## config.mk

```make
export PLATFORM = sky130hd
export DESIGN_NAME = rotor_stepper
export DESIGN_NICKNAME = d
export VERILOG_FILES = /design/src/rtl/rotor_stepper.sv
export SDC_FILE = /design/constraint.sdc
export NUM_CORES = 1
export LEC_CHECK = 0
export ABC_CLOCK_PERIOD_IN_PS = 18900
export CAP_MARGIN = 20
export CORE_ASPECT_RATIO = 0.8
export CORE_MARGIN = 10
export CORE_UTILIZATION = 50
export DETAILED_ROUTE_END_ITERATION = 10
export PLACE_DENSITY_LB_ADDON = 0.25
export RECOVER_POWER = 100
export SYNTH_ARGS = -nofsm -noshare
export SYNTH_HDL_FRONTEND = slang
export SYNTH_SLANG_ARGS = --single-unit
```

## constraint.sdc

```tcl
create_clock -name clk -period 18.9 [get_ports clk]
set_input_delay 3.78 -clock clk [delete_from_list [all_inputs] [get_ports clk]]
set_output_delay 3.78 -clock clk [all_outputs]
set_load 0.005 [all_outputs]
```

## src/rtl/rotor_stepper.sv

```systemverilog
// Single cipher rotor: programmable forward/inverse wiring tables, a stepping
// position register with notch turnover carry, and a one-cycle translation path.
module rotor_stepper #(
  parameter int W     = 5,
  parameter int N     = 26,
  parameter int NOTCH = 16
) (
  input  logic         clk,
  input  logic         rst,
  input  logic         cfg_we,
  input  logic [W-1:0] cfg_addr,
  input  logic [W-1:0] cfg_data,
  input  logic         pos_load,
  input  logic [W-1:0] pos_val,
  input  logic         step_in,
  input  logic         in_valid,
  input  logic         in_dir,
  input  logic [W-1:0] in_char,
  output logic         out_valid,
  output logic [W-1:0] out_char,
  output logic         step_out,
  output logic [W-1:0] pos,
  output logic         err
);

  localparam logic [W:0]   NW      = (W+1)'(N);
  localparam logic [W:0]   ONE     = (W+1)'(1);
  localparam logic [W-1:0] LAST    = W'(N - 1);
  localparam logic [W-1:0] NOTCH_W = W'(NOTCH);

  logic [W-1:0] fwd_q [N];
  logic [W-1:0] inv_q [N];

  logic [W-1:0] pos_q, pos_d;
  logic         out_valid_q, out_valid_d;
  logic [W-1:0] out_char_q, out_char_d;
  logic         step_out_q, step_out_d;
  logic         err_q, err_d;

  logic         ch_ok, cfg_ok, pval_ok;
  logic [W:0]   sum_idx, sum_out;
  logic [W-1:0] idx, m, xlat;

  always_comb begin
    ch_ok   = (in_char != '0) && ({1'b0, in_char} <= NW);
    cfg_ok  = (cfg_addr != '0) && ({1'b0, cfg_addr} <= NW) &&
              (cfg_data != '0) && ({1'b0, cfg_data} <= NW);
    pval_ok = ({1'b0, pos_val} < NW);

    // Entry index: (in_char-1+pos) mod N, forced to 0 for illegal letters so
    // the table read always stays in range.
    sum_idx = {1'b0, in_char} - ONE + {1'b0, pos_q};
    if (sum_idx >= NW) sum_idx = sum_idx - NW;
    idx = ch_ok ? sum_idx[W-1:0] : '0;
    m   = in_dir ? inv_q[idx] : fwd_q[idx];

    sum_out = {1'b0, m} - ONE + NW - {1'b0, pos_q};
    if (sum_out >= NW) sum_out = sum_out - NW;
    xlat = ch_ok ? (sum_out[W-1:0] + W'(1)) : '0;

    out_valid_d = in_valid;
    out_char_d  = in_valid ? xlat : out_char_q;

    pos_d      = pos_q;
    step_out_d = 1'b0;
    if (pos_load) begin
      pos_d = pval_ok ? pos_val : '0;
    end else if (step_in) begin
      pos_d      = (pos_q == LAST) ? '0 : pos_q + W'(1);
      step_out_d = (pos_q == NOTCH_W);
    end

    err_d = (cfg_we && !cfg_ok) || (pos_load && !pval_ok) || (in_valid && !ch_ok);
  end

  always_ff @(posedge clk or posedge rst) begin
    if (rst) begin
      pos_q       <= '0;
      out_valid_q <= 1'b0;
      out_char_q  <= '0;
      step_out_q  <= 1'b0;
      err_q       <= 1'b0;
      for (int unsigned i = 0; i < N; i++) begin
        fwd_q[i] <= W'(i + 1);
        inv_q[i] <= W'(i + 1);
      end
    end else begin
      pos_q       <= pos_d;
      out_valid_q <= out_valid_d;
      out_char_q  <= out_char_d;
      step_out_q  <= step_out_d;
      err_q       <= err_d;
      if (cfg_we && cfg_ok) begin
        fwd_q[cfg_addr - W'(1)] <= cfg_data;
        inv_q[cfg_data - W'(1)] <= cfg_addr;
      end
    end
  end

  assign pos       = pos_q;
  assign out_valid = out_valid_q;
  assign out_char  = out_char_q;
  assign step_out  = step_out_q;
  assign err       = err_q;

endmodule

```

# After elaboration in Yosys (flattened, before gate mapping)

Index checks and enable logic that the tools add are counted.

Memories: 0
RAM bits: 0
Logic and storage cells: 126
Latch bits: 0
Bits in read-only memories: 0
Register bits: 273
Bits of input ports: 27
Output and inout bits: 13

Shift-type cells: 0
Add/subtract/negate cells: 11
Multiply operators: 0
Div/mod/pow operators: 0
Equality and inequality tests: 2
Order comparisons: 11
Bitwise gates (word level): 3
Reductions and logical operators: 19
Multiplexer cells: 23

Operator list:

| operator              | count |
|---|---|
| $bwmux W130           | 2 |
| $mux W5               | 15 |
| $bmux W5 S5           | 2 |
| $demux W5 S5          | 2 |
| $ge A6 B6 Y1 const B  | 3 |
| $not A5 Y6            | 3 |
| $le A5 B5 Y1 const B  | 3 |
| $reduce_bool A5 Y1    | 3 |
| $ge A6 B5 Y1 const B  | 2 |
| $lt A6 B1 Y1 const B  | 2 |
| $sub A5 B1 Y6 const B | 2 |
| $add A5 B1 Y5 const B | 2 |
| $eq A5 B5 Y1 const B  | 2 |
| $logic_and A1 B1 Y1   | 10 |
| $sub A5 B1 Y5 const B | 2 |
| $sub A5 B5 Y5 const B | 2 |
| $add A6 B5 Y6         | 1 |
| $add A6 B5 Y6 const B | 1 |
| $sub A6 B5 Y6         | 1 |
| $lt A5 B5 Y1 const B  | 1 |
| $logic_not A1 Y1      | 3 |
| $logic_or A1 B1 Y1    | 2 |
| $mux W1               | 2 |
| $reduce_bool A2 Y1    | 1 |

# Depth between registers and ports, before layout

Gate-level depths: netlist (run 1).

Word-level depth: 17
Depth in mapped cells: 30
Depth with buffers taken out: 28

# Least setup slack after synthesis (run 1)

OpenSTA, ideal clock, no wires.

Path kind: input port to flip-flop
Start: input in_char[1]
End: register out_char_q[4] (netlist: out_char[4])
Arrival time: 9193 ps
Path buffers: 2
Stages: 27
Required time: 18780 ps
Path slack: 9587 ps
Library setup time: 120 ps
Path through: inv_1 ha_1 inv_1 ha_1 fa_1 xor2_2 o21ai_2 o32a_1 buf_6 xnor2_4 buf_6 mux2_2 o21ai_0 a31oi_1 o41ai_1 o32ai_1 ha_1 fa_1 a21o_1 a21oi_1 xnor2_1 a21oi_1 xnor2_1 ha_1 nand3_1 xnor2_1 a31o_2

Longest elaborated chain between the ends: 17
Elaborated cells on any way between the ends: 25
Those cells by class: add/sub (8); order compare (3); mux (11); bitwise (1); reduce/logical (2)

Ends and longest elaborated chain:

| element                                       | line | source |
|---|---|---|
| start: declaration                            | 18   | `input logic [W-1:0] in_char,` |
| $sub A5 B1 Y6                                 | 52   | `sum_idx = {1'b0, in_char} - ONE + {1'b0, pos_q};` |
| $add A6 B5 Y6                                 | 52   |  |
| $sub A5 B5 Y5 or $ge A6 B5 Y1 (tied branches) | 53   | `if (sum_idx >= NW) sum_idx = sum_idx - NW;` |
| $mux W5                                       | 53   |  |
| $mux W5                                       | 54   | `idx = ch_ok ? sum_idx[W-1:0] : '0;` |
| $not A5 Y6 (implied by the code)              | 55   | `m = in_dir ? inv_q[idx] : fwd_q[idx];` |
| $bmux W5 S5                                   | 55   |  |
| $mux W5 (implied by the code) (2 in a row)    | 55   |  |
| $mux W5                                       | 55   |  |
| $sub A5 B1 Y6                                 | 57   | `sum_out = {1'b0, m} - ONE + NW - {1'b0, pos_q};` |
| $add A6 B5 Y6                                 | 57   |  |
| $sub A6 B5 Y6                                 | 57   |  |
| $sub A5 B5 Y5 or $ge A6 B5 Y1 (tied branches) | 58   | `if (sum_out >= NW) sum_out = sum_out - NW;` |
| $mux W5                                       | 58   |  |
| $add A5 B1 Y5                                 | 59   | `xlat = ch_ok ? (sum_out[W-1:0] + W'(1)) : '0;` |
| $mux W5 (*)                                   | 59   |  |
| end signal: assignment                        | 90   | `out_char_q <= out_char_d;` |
| end: declaration                              | 36   | `logic [W-1:0] out_char_q, out_char_d;` |

Mark *: on every way between the ends. The rest lies on a longest branch, timed or not. The select of a mux whose other input is x is not followed.
A chain may end at the register's enable or synchronous reset.

# Worst setup path after layout (run 1)

Ends and elaborated chain as after synthesis.

==> impl_metrics.env, run 1 <==
export IMPL_crit_required_ns=19.36
export IMPL_clk_pin_slew_worst_paths_ns=0.06
export IMPL_grt_max_degree=133
export IMPL_top_layer="met4"
export IMPL_yosysSeqAreaShare_pct=49.18
export IMPL_syn2layout_area_growth_pct=10.89
export IMPL_die_w_um=208.4
export IMPL_synth_edff_count=0
export IMPL_cp_max_fo=54
export IMPL_grtUsageTotal_pct=20.58
export IMPL_h_tree_depth=1
export IMPL_setup_viol_count_final=0
export IMPL_ys_async_sr_fraction_pct=100.0
export IMPL_clock_root_buffer="clkbuf_16"
export IMPL_hold_path_startpoint="fwd_q[113]$_DFFE_PP0P_"
export IMPL_vias=9996
export IMPL_wl_met1_um=17280
export IMPL_synth_top_area_cell="dfrtp_1"
export IMPL_synth_avg_cell_area_sq_um=11.28
export IMPL_synth_area_sq_um=14190
export IMPL_worstRegToRegCells=27
export IMPL_pwr_share_comb_pct=42.8
export IMPL_min_path_type="reg2reg"
export IMPL_yosysUniqueCellTypes=62
export IMPL_r2r_start="pos[1]$_DFFE_PP0P_"
export IMPL_dp_slack_ns=7.157
export IMPL_viasPerCell=6.047
export IMPL_ant_nets=0
export IMPL_grt_pass1_vias=9951
export IMPL_fp_dieH_um=170.7
export IMPL_finalWorstSetupSlack_ns=5.196
export IMPL_drv_cap=5
export IMPL_final_cell_mix="mux2_2 (294), nand2_1 (162), dfrtp_1 (153)"
export IMPL_ctsHoldBuffers=0
export IMPL_synth_top_cell_area_share_pct=26.97
export IMPL_ys_ff_latch=273
export IMPL_routed_wl_um=37100
export IMPL_status="finished, violations left"
export IMPL_drive_gt1_share_pct=38.43
export IMPL_violations="capacitance limit, slew limit"
export IMPL_n_antenna_cell=0
export IMPL_rsz0062_at_grt="false"
export IMPL_numPortBuffers=39
export IMPL_endpoint_kind="flop"
export IMPL_worst_slew_pin_transition_ns=5.801
export IMPL_nets=1314
export IMPL_place_hpwl_um=23770
export IMPL_dr_wl_met3_um=2710
export IMPL_synth_area_top_cells="dfrtp_1 (27%), mux2_2 (23%), dfstp_2 (22%)"
export IMPL_num_rows=55
export IMPL_cts_resized=0
export IMPL_drtIter0Drc=790
export IMPL_final_max_slew_viol_count=317
export IMPL_clock_skew_ns=0.01697
export IMPL_grt_overflow_total=0
export IMPL_post_drt_wl_per_cell_um=22.44
export IMPL_criticalPathCategory="in2reg"
export IMPL_dr_pass1_iters=5
export IMPL_die_area_sq_um=35570
export IMPL_ir_worst_vdd_mv=0.1377
export IMPL_r2r_slack_ns=8.40
export IMPL_max_slew_margin_pct=-288.8
export IMPL_cp_start_kind="primary input"
export IMPL_syn_instance_count=1258
export IMPL_antenna_found_initial=0
export IMPL_leakage_uw=0.006725
export IMPL_period_share_pct=72.51
export IMPL_setup_tns_final_ns=0
export IMPL_whs_path_depth=1
export IMPL_gp_congestion=0.8502
export IMPL_synth_net_count=1311
export IMPL_synth_warning_count=0
export IMPL_io_pins=40
export IMPL_final_common_cell="mux2_2"
export IMPL_post_cts_setup_buffer_count=0
export IMPL_cts_path_max_buffers=3
export IMPL_r2r_end="out_char[4]$_DFFE_PP0P_"
export IMPL_finalHoldViolCount=0
export IMPL_synth_top_flop_cell="dfrtp_1"
export IMPL_cts_made_buffers=28
export IMPL_tritoncts="built"
export IMPL_grt_pass1_wl_um=58460
export IMPL_intPower_uw=1475
export IMPL_holdPathEnd="fwd_q[113]$_DFFE_PP0P_"
export IMPL_seq_power_share_pct=33.1
export IMPL_coreArea_sq_um=28150
export IMPL_cellPowerDensity_nw_per_um2=149.8
export IMPL_drc=0
export IMPL_cp_data_arrival_time_ns=14.16
export IMPL_power_switching_uw=883.2
export IMPL_wl_met2_um=16170
export IMPL_netSwitchingFraction_pct=37.45
export IMPL_pwr_share_clk_pct=24.1
export IMPL_cts_sinks=273
export IMPL_insertion_delay_ns=0.56
export IMPL_start_util_pct=50.43
export IMPL_min_period_ns=13.70
export IMPL_max_freq_ghz=0.07297
Yosys cell counts, drive strengths merged, types with 8 or more instances:
master / n
nand2: 162
xnor2: 9
a31oi: 34
nor3b: 8
nand3: 29
ha: 24
inv: 34
a21oi: 37
dfstp: 120
clkbuf: 67
nor3: 41
mux2: 295
nor2: 46
buf: 20
dfrtp: 153
o21ai: 43
and3: 9
nor4: 11
mux2i: 17
flip-flops by register name (all words and copies together), names as in the netlist:
signal and cells:
out_valid 1, step_out 1, err 1, inv_q 130, pos 5, fwd_q 130, out_char 5
layout make-up:
type                       instances  area (sq um)
clock buffer                      41         799.5
clock inverter                    11         143.9
fill                            2398         12410
inverter                          34         128.9
multi-input combinational        864          6686
sequential                       273          6982
tap                              370         462.9
timing repair buffer              60         536.8
stage by stage:
stage          util (%)  total power, uW  instance area [sq um]  hold slack, ns  instances
2_1_floorplan         -             1529                  14190          0.4711       1258
3_3_place_gp      52.72             1769                  14840          0.4811       1601
3_5_place_dp      52.72             1792                  14840          0.4867       1601
4_1_cts           56.07             2365                  15780          0.5003       1653
5_1_grt           55.92             2505                  15740          0.5059       1653
6_report          55.92             2358                  15740          0.4991       1653
worst max-delay path: stages:
cell	delay, ns
dlygate4sd3_1	0.56
inv_1	0.06
ha_1	0.27
inv_1	0.04
ha_1	0.21
fa_1	0.43
and3_1	0.19
nor3_1	0.27
o32a_1	0.56
mux2i_1	1.80
clkbuf_1	2.09
mux2_2	0.47
o211ai_1	0.16
o31ai_1	0.10
nor4_1	0.50
o22a_1	0.28
ha_1	0.13
inv_1	0.04
ha_1	0.21
fa_1	0.40
a21o_1	0.17
a21oi_1	0.16
xnor2_1	0.10
a21oi_1	0.30
mux2i_1	0.36
nand3_1	0.14
xnor2_1	0.14
a31o_2	0.24
cells by family (layout without fill, tap and decap cells):
| logic type | after synthesis | after routing | synth area share, % |
|---|---|---|---|
| simple gates | 335 | 335 | 10.79 |
| mux | 312 | 312 | 24.69 |
| flops | 273 | 273 | 49.18 |
| compound gates | 179 | 179 | 8.224 |
| buf+inv | 121 | 146 | 3.658 |
| fa+ha+maj | 26 | 26 | 2.398 |
| xor+xnor | 12 | 12 | 1.058 |
power groups by stage:
stage                     clock, uW  combinational [uW]  sequential (uW)
after floorplan                   0                 759              770
after global placement            0                 986              783
after detailed placement          0                1000              788
after CTS                       579                1010              779
after global routing            601                1110              793
final                           568                1010              780
routing by layer:
layer | up-vias | global-route usage (%)
met5 | - | 0
met4 | 0 | 5.440
met3 | 65 | 4.318
met2 | 329 | 30.69
met1 | 5081 | 29.66
li1 | 4521 | -
worst max path at each step:
| stage | depth (start not counted) | end | from | slack [ns] |
|---|---|---|---|---|
| 5_1_grt | 29 | out_char[3]$_DFFE_PP0P_ | in_char[1] | 4.51 |
| 3_5_place_dp | 28 | out_char[4]$_DFFE_PP0P_ | in_char[1] | 7.16 |
| 4_1_cts | 28 | out_char[4]$_DFFE_PP0P_ | in_char[1] | 7.74 |
| 3_3_place_gp | 28 | out_char[4]$_DFFE_PP0P_ | in_char[1] | 7.31 |
| 6_report | 28 | out_char[4]$_DFFE_PP0P_ | in_char[1] | 5.20 |
| 2_1_floorplan | 1 | err$_DFF_PP0_ | rst | 7.79 |
Note: power is estimated with default switching activity, not from simulation.
==> inputs of run 2 (changes only) <==
ABC_CLOCK_PERIOD_IN_PS = 11700   (was 18900)
clock period = 11.7 ns   (was 18.9 ns; I/O delays follow)
==> impl_metrics.env, run 2 (synthesis gave the netlist of run 1 again) <==
export IMPL_cpMostUsedCell="ha_1"
export IMPL_nets=1320
export IMPL_drv_cap=3
export IMPL_cellPowerDensity_nw_per_um2=243.0
export IMPL_antenna_found_initial=1
export IMPL_setup_tns_final_ns=0
export IMPL_clk_pin_slew_worst_paths_ns=0.06
export IMPL_place_hpwl_um=24620
export IMPL_ant_nets=0
export IMPL_cts_made_buffers=29
export IMPL_n_antenna_cell=0
export IMPL_num_rows=55
export IMPL_tritoncts="built"
export IMPL_die_area_sq_um=35570
export IMPL_cp_start_kind="primary input"
export IMPL_criticalPathCategory="in2reg"
export IMPL_crit_required_ns=12.14
export IMPL_final_max_slew_viol_count=241
export IMPL_coreArea_sq_um=28150
export IMPL_start_util_pct=50.43
export IMPL_worst_slew_pin_transition_ns=6.008
export IMPL_nFillCells=2409
export IMPL_cts_resized=0
export IMPL_final_common_cell="mux2_2"
export IMPL_grt_pass1_vias=10253
export IMPL_post_drt_wl_per_cell_um=22.99
export IMPL_fp_dieH_um=170.7
export IMPL_largestRegisters="fwd_q x130, inv_q x130"
export IMPL_grtUsageTotal_pct=21.27
export IMPL_post_cts_setup_buffer_count=0
export IMPL_ctsHoldBuffers=0
export IMPL_grt_pass1_wl_um=60350
export IMPL_cts_sinks=273
export IMPL_cp_data_arrival_time_ns=10.31
export IMPL_drtIter0Drc=795
export IMPL_max_freq_ghz=0.1014
export IMPL_cp_max_fo=37
export IMPL_endpoint_kind="flop"
export IMPL_gp_congestion=0.8392
export IMPL_viasPerCell=6.064
export IMPL_status="finished, violations left"
export IMPL_die_w_um=208.4
export IMPL_min_path_type="reg2reg"
export IMPL_max_slew_margin_pct=-302.7
export IMPL_drc=0
export IMPL_power_uw=3834
export IMPL_hold_slack_ns=0.4966
export IMPL_post_route_util_pct=56.07
export IMPL_grt_max_degree=139
export IMPL_finalHoldViolCount=0
export IMPL_rsz0062_at_grt="false"
export IMPL_io_pins=40
export IMPL_final_cells=1659
export IMPL_clock_root_buffer="clkbuf_16"
export IMPL_final_cell_mix="mux2_2 (293), nand2_1 (162), dfrtp_1 (153)"
export IMPL_setup_viol_count_final=0
export IMPL_clock_skew_ns=0.005402
export IMPL_placedCellCount=1606
export IMPL_period_share_pct=84.31
export IMPL_insertion_delay_ns=0.55
export IMPL_ir_worst_vdd_mv=0.1898
export IMPL_routed_wl_um=38140
export IMPL_violations="capacitance limit, slew limit"
export IMPL_cp_slowest_cell="mux2i_1"
export IMPL_cts_path_max_buffers=3
export IMPL_drive_gt1_share_pct=38.71
export IMPL_h_tree_depth=1
export IMPL_dr_pass1_iters=5
export IMPL_grt_overflow_total=0
export IMPL_numPortBuffers=39
export IMPL_leakage_uw=0.006760
export IMPL_vias=10061
export IMPL_syn2layout_area_growth_pct=11.17
export IMPL_critPathMaxStageDelay_ns=0.88
export IMPL_min_period_ns=9.864
==> run 2: worst paths after layout <==
| check | start | to | slack [ns] | depth (start not counted) |
|---|---|---|---|---|
| max in group asynchronous | rst | fwd_q[50]$_DFFE_PP0P_ | 2.58 | 3 |
| min in group asynchronous | rst | inv_q[80]$_DFFE_PP0P_ | 4.13 | 2 |
| worst min register to register | fwd_q[122]$_DFFE_PP0P_ | fwd_q[122]$_DFFE_PP0P_ | 0.50 | 1 |
| worst max register to register | pos[1]$_DFFE_PP0P_ | out_char[4]$_DFFE_PP0P_ | 3.67 | 27 |
| worst min-delay path | fwd_q[122]$_DFFE_PP0P_ | fwd_q[122]$_DFFE_PP0P_ | 0.50 | 1 |
| worst max-delay path | in_char[1] | out_char[4]$_DFFE_PP0P_ | 1.84 | 28 |
==> run 2: layout make-up <==
| type | count | area, sq um | share of cell area [%] |
|---|---|---|---|
| clock buffer | 42 | 824.5 | 5.225 |
| sequential | 273 | 6982 | 44.24 |
| timing repair buffer | 65 | 590.6 | 3.742 |
| clock inverter | 11 | 105.1 | 0.6660 |
| tap | 370 | 462.9 | 2.934 |
| inverter | 34 | 128.9 | 0.8167 |
| multi-input combinational | 864 | 6686 | 42.37 |
==> run 2: routing by layer <==
layer  up-vias  routed length (um)  track usage (%)
met3        67                2437            4.445
met4         2                 861            5.126
li1       4538                   -                -
met1      5132               17630            29.24
met2       322               17210            33.72
met5         -                  11                0
==> run 2: report_power, final <==
part	switching, uW	total (uW)	internal, uW
logic	972	1660	689
clock network	380	911	530
registers	90.2	1260	1170
total	1440	3830	2390
==> run 2: metrics by stage <==
step                      setup WS (ns)  instance area, sq um
after floorplan                   2.035                 14190
after global placement            1.999                 14890
after detailed placement          1.843                 14890
after CTS                         2.401                 15820
after global routing              1.270                 15780
final                             1.836                 15780
==> run 2: worst max-delay path, delay by kind of cell <==
kind | cells | cell delay, ns
AO/OA/AOI/OAI | 8 | 2.00
adder cells (fa/ha/maj) | 6 | 1.73
multiplexers | 3 | 1.62
buffers and inverters | 5 | 1.25
AND/OR/NAND/NOR | 4 | 1.11
XOR/XNOR | 2 | 0.24
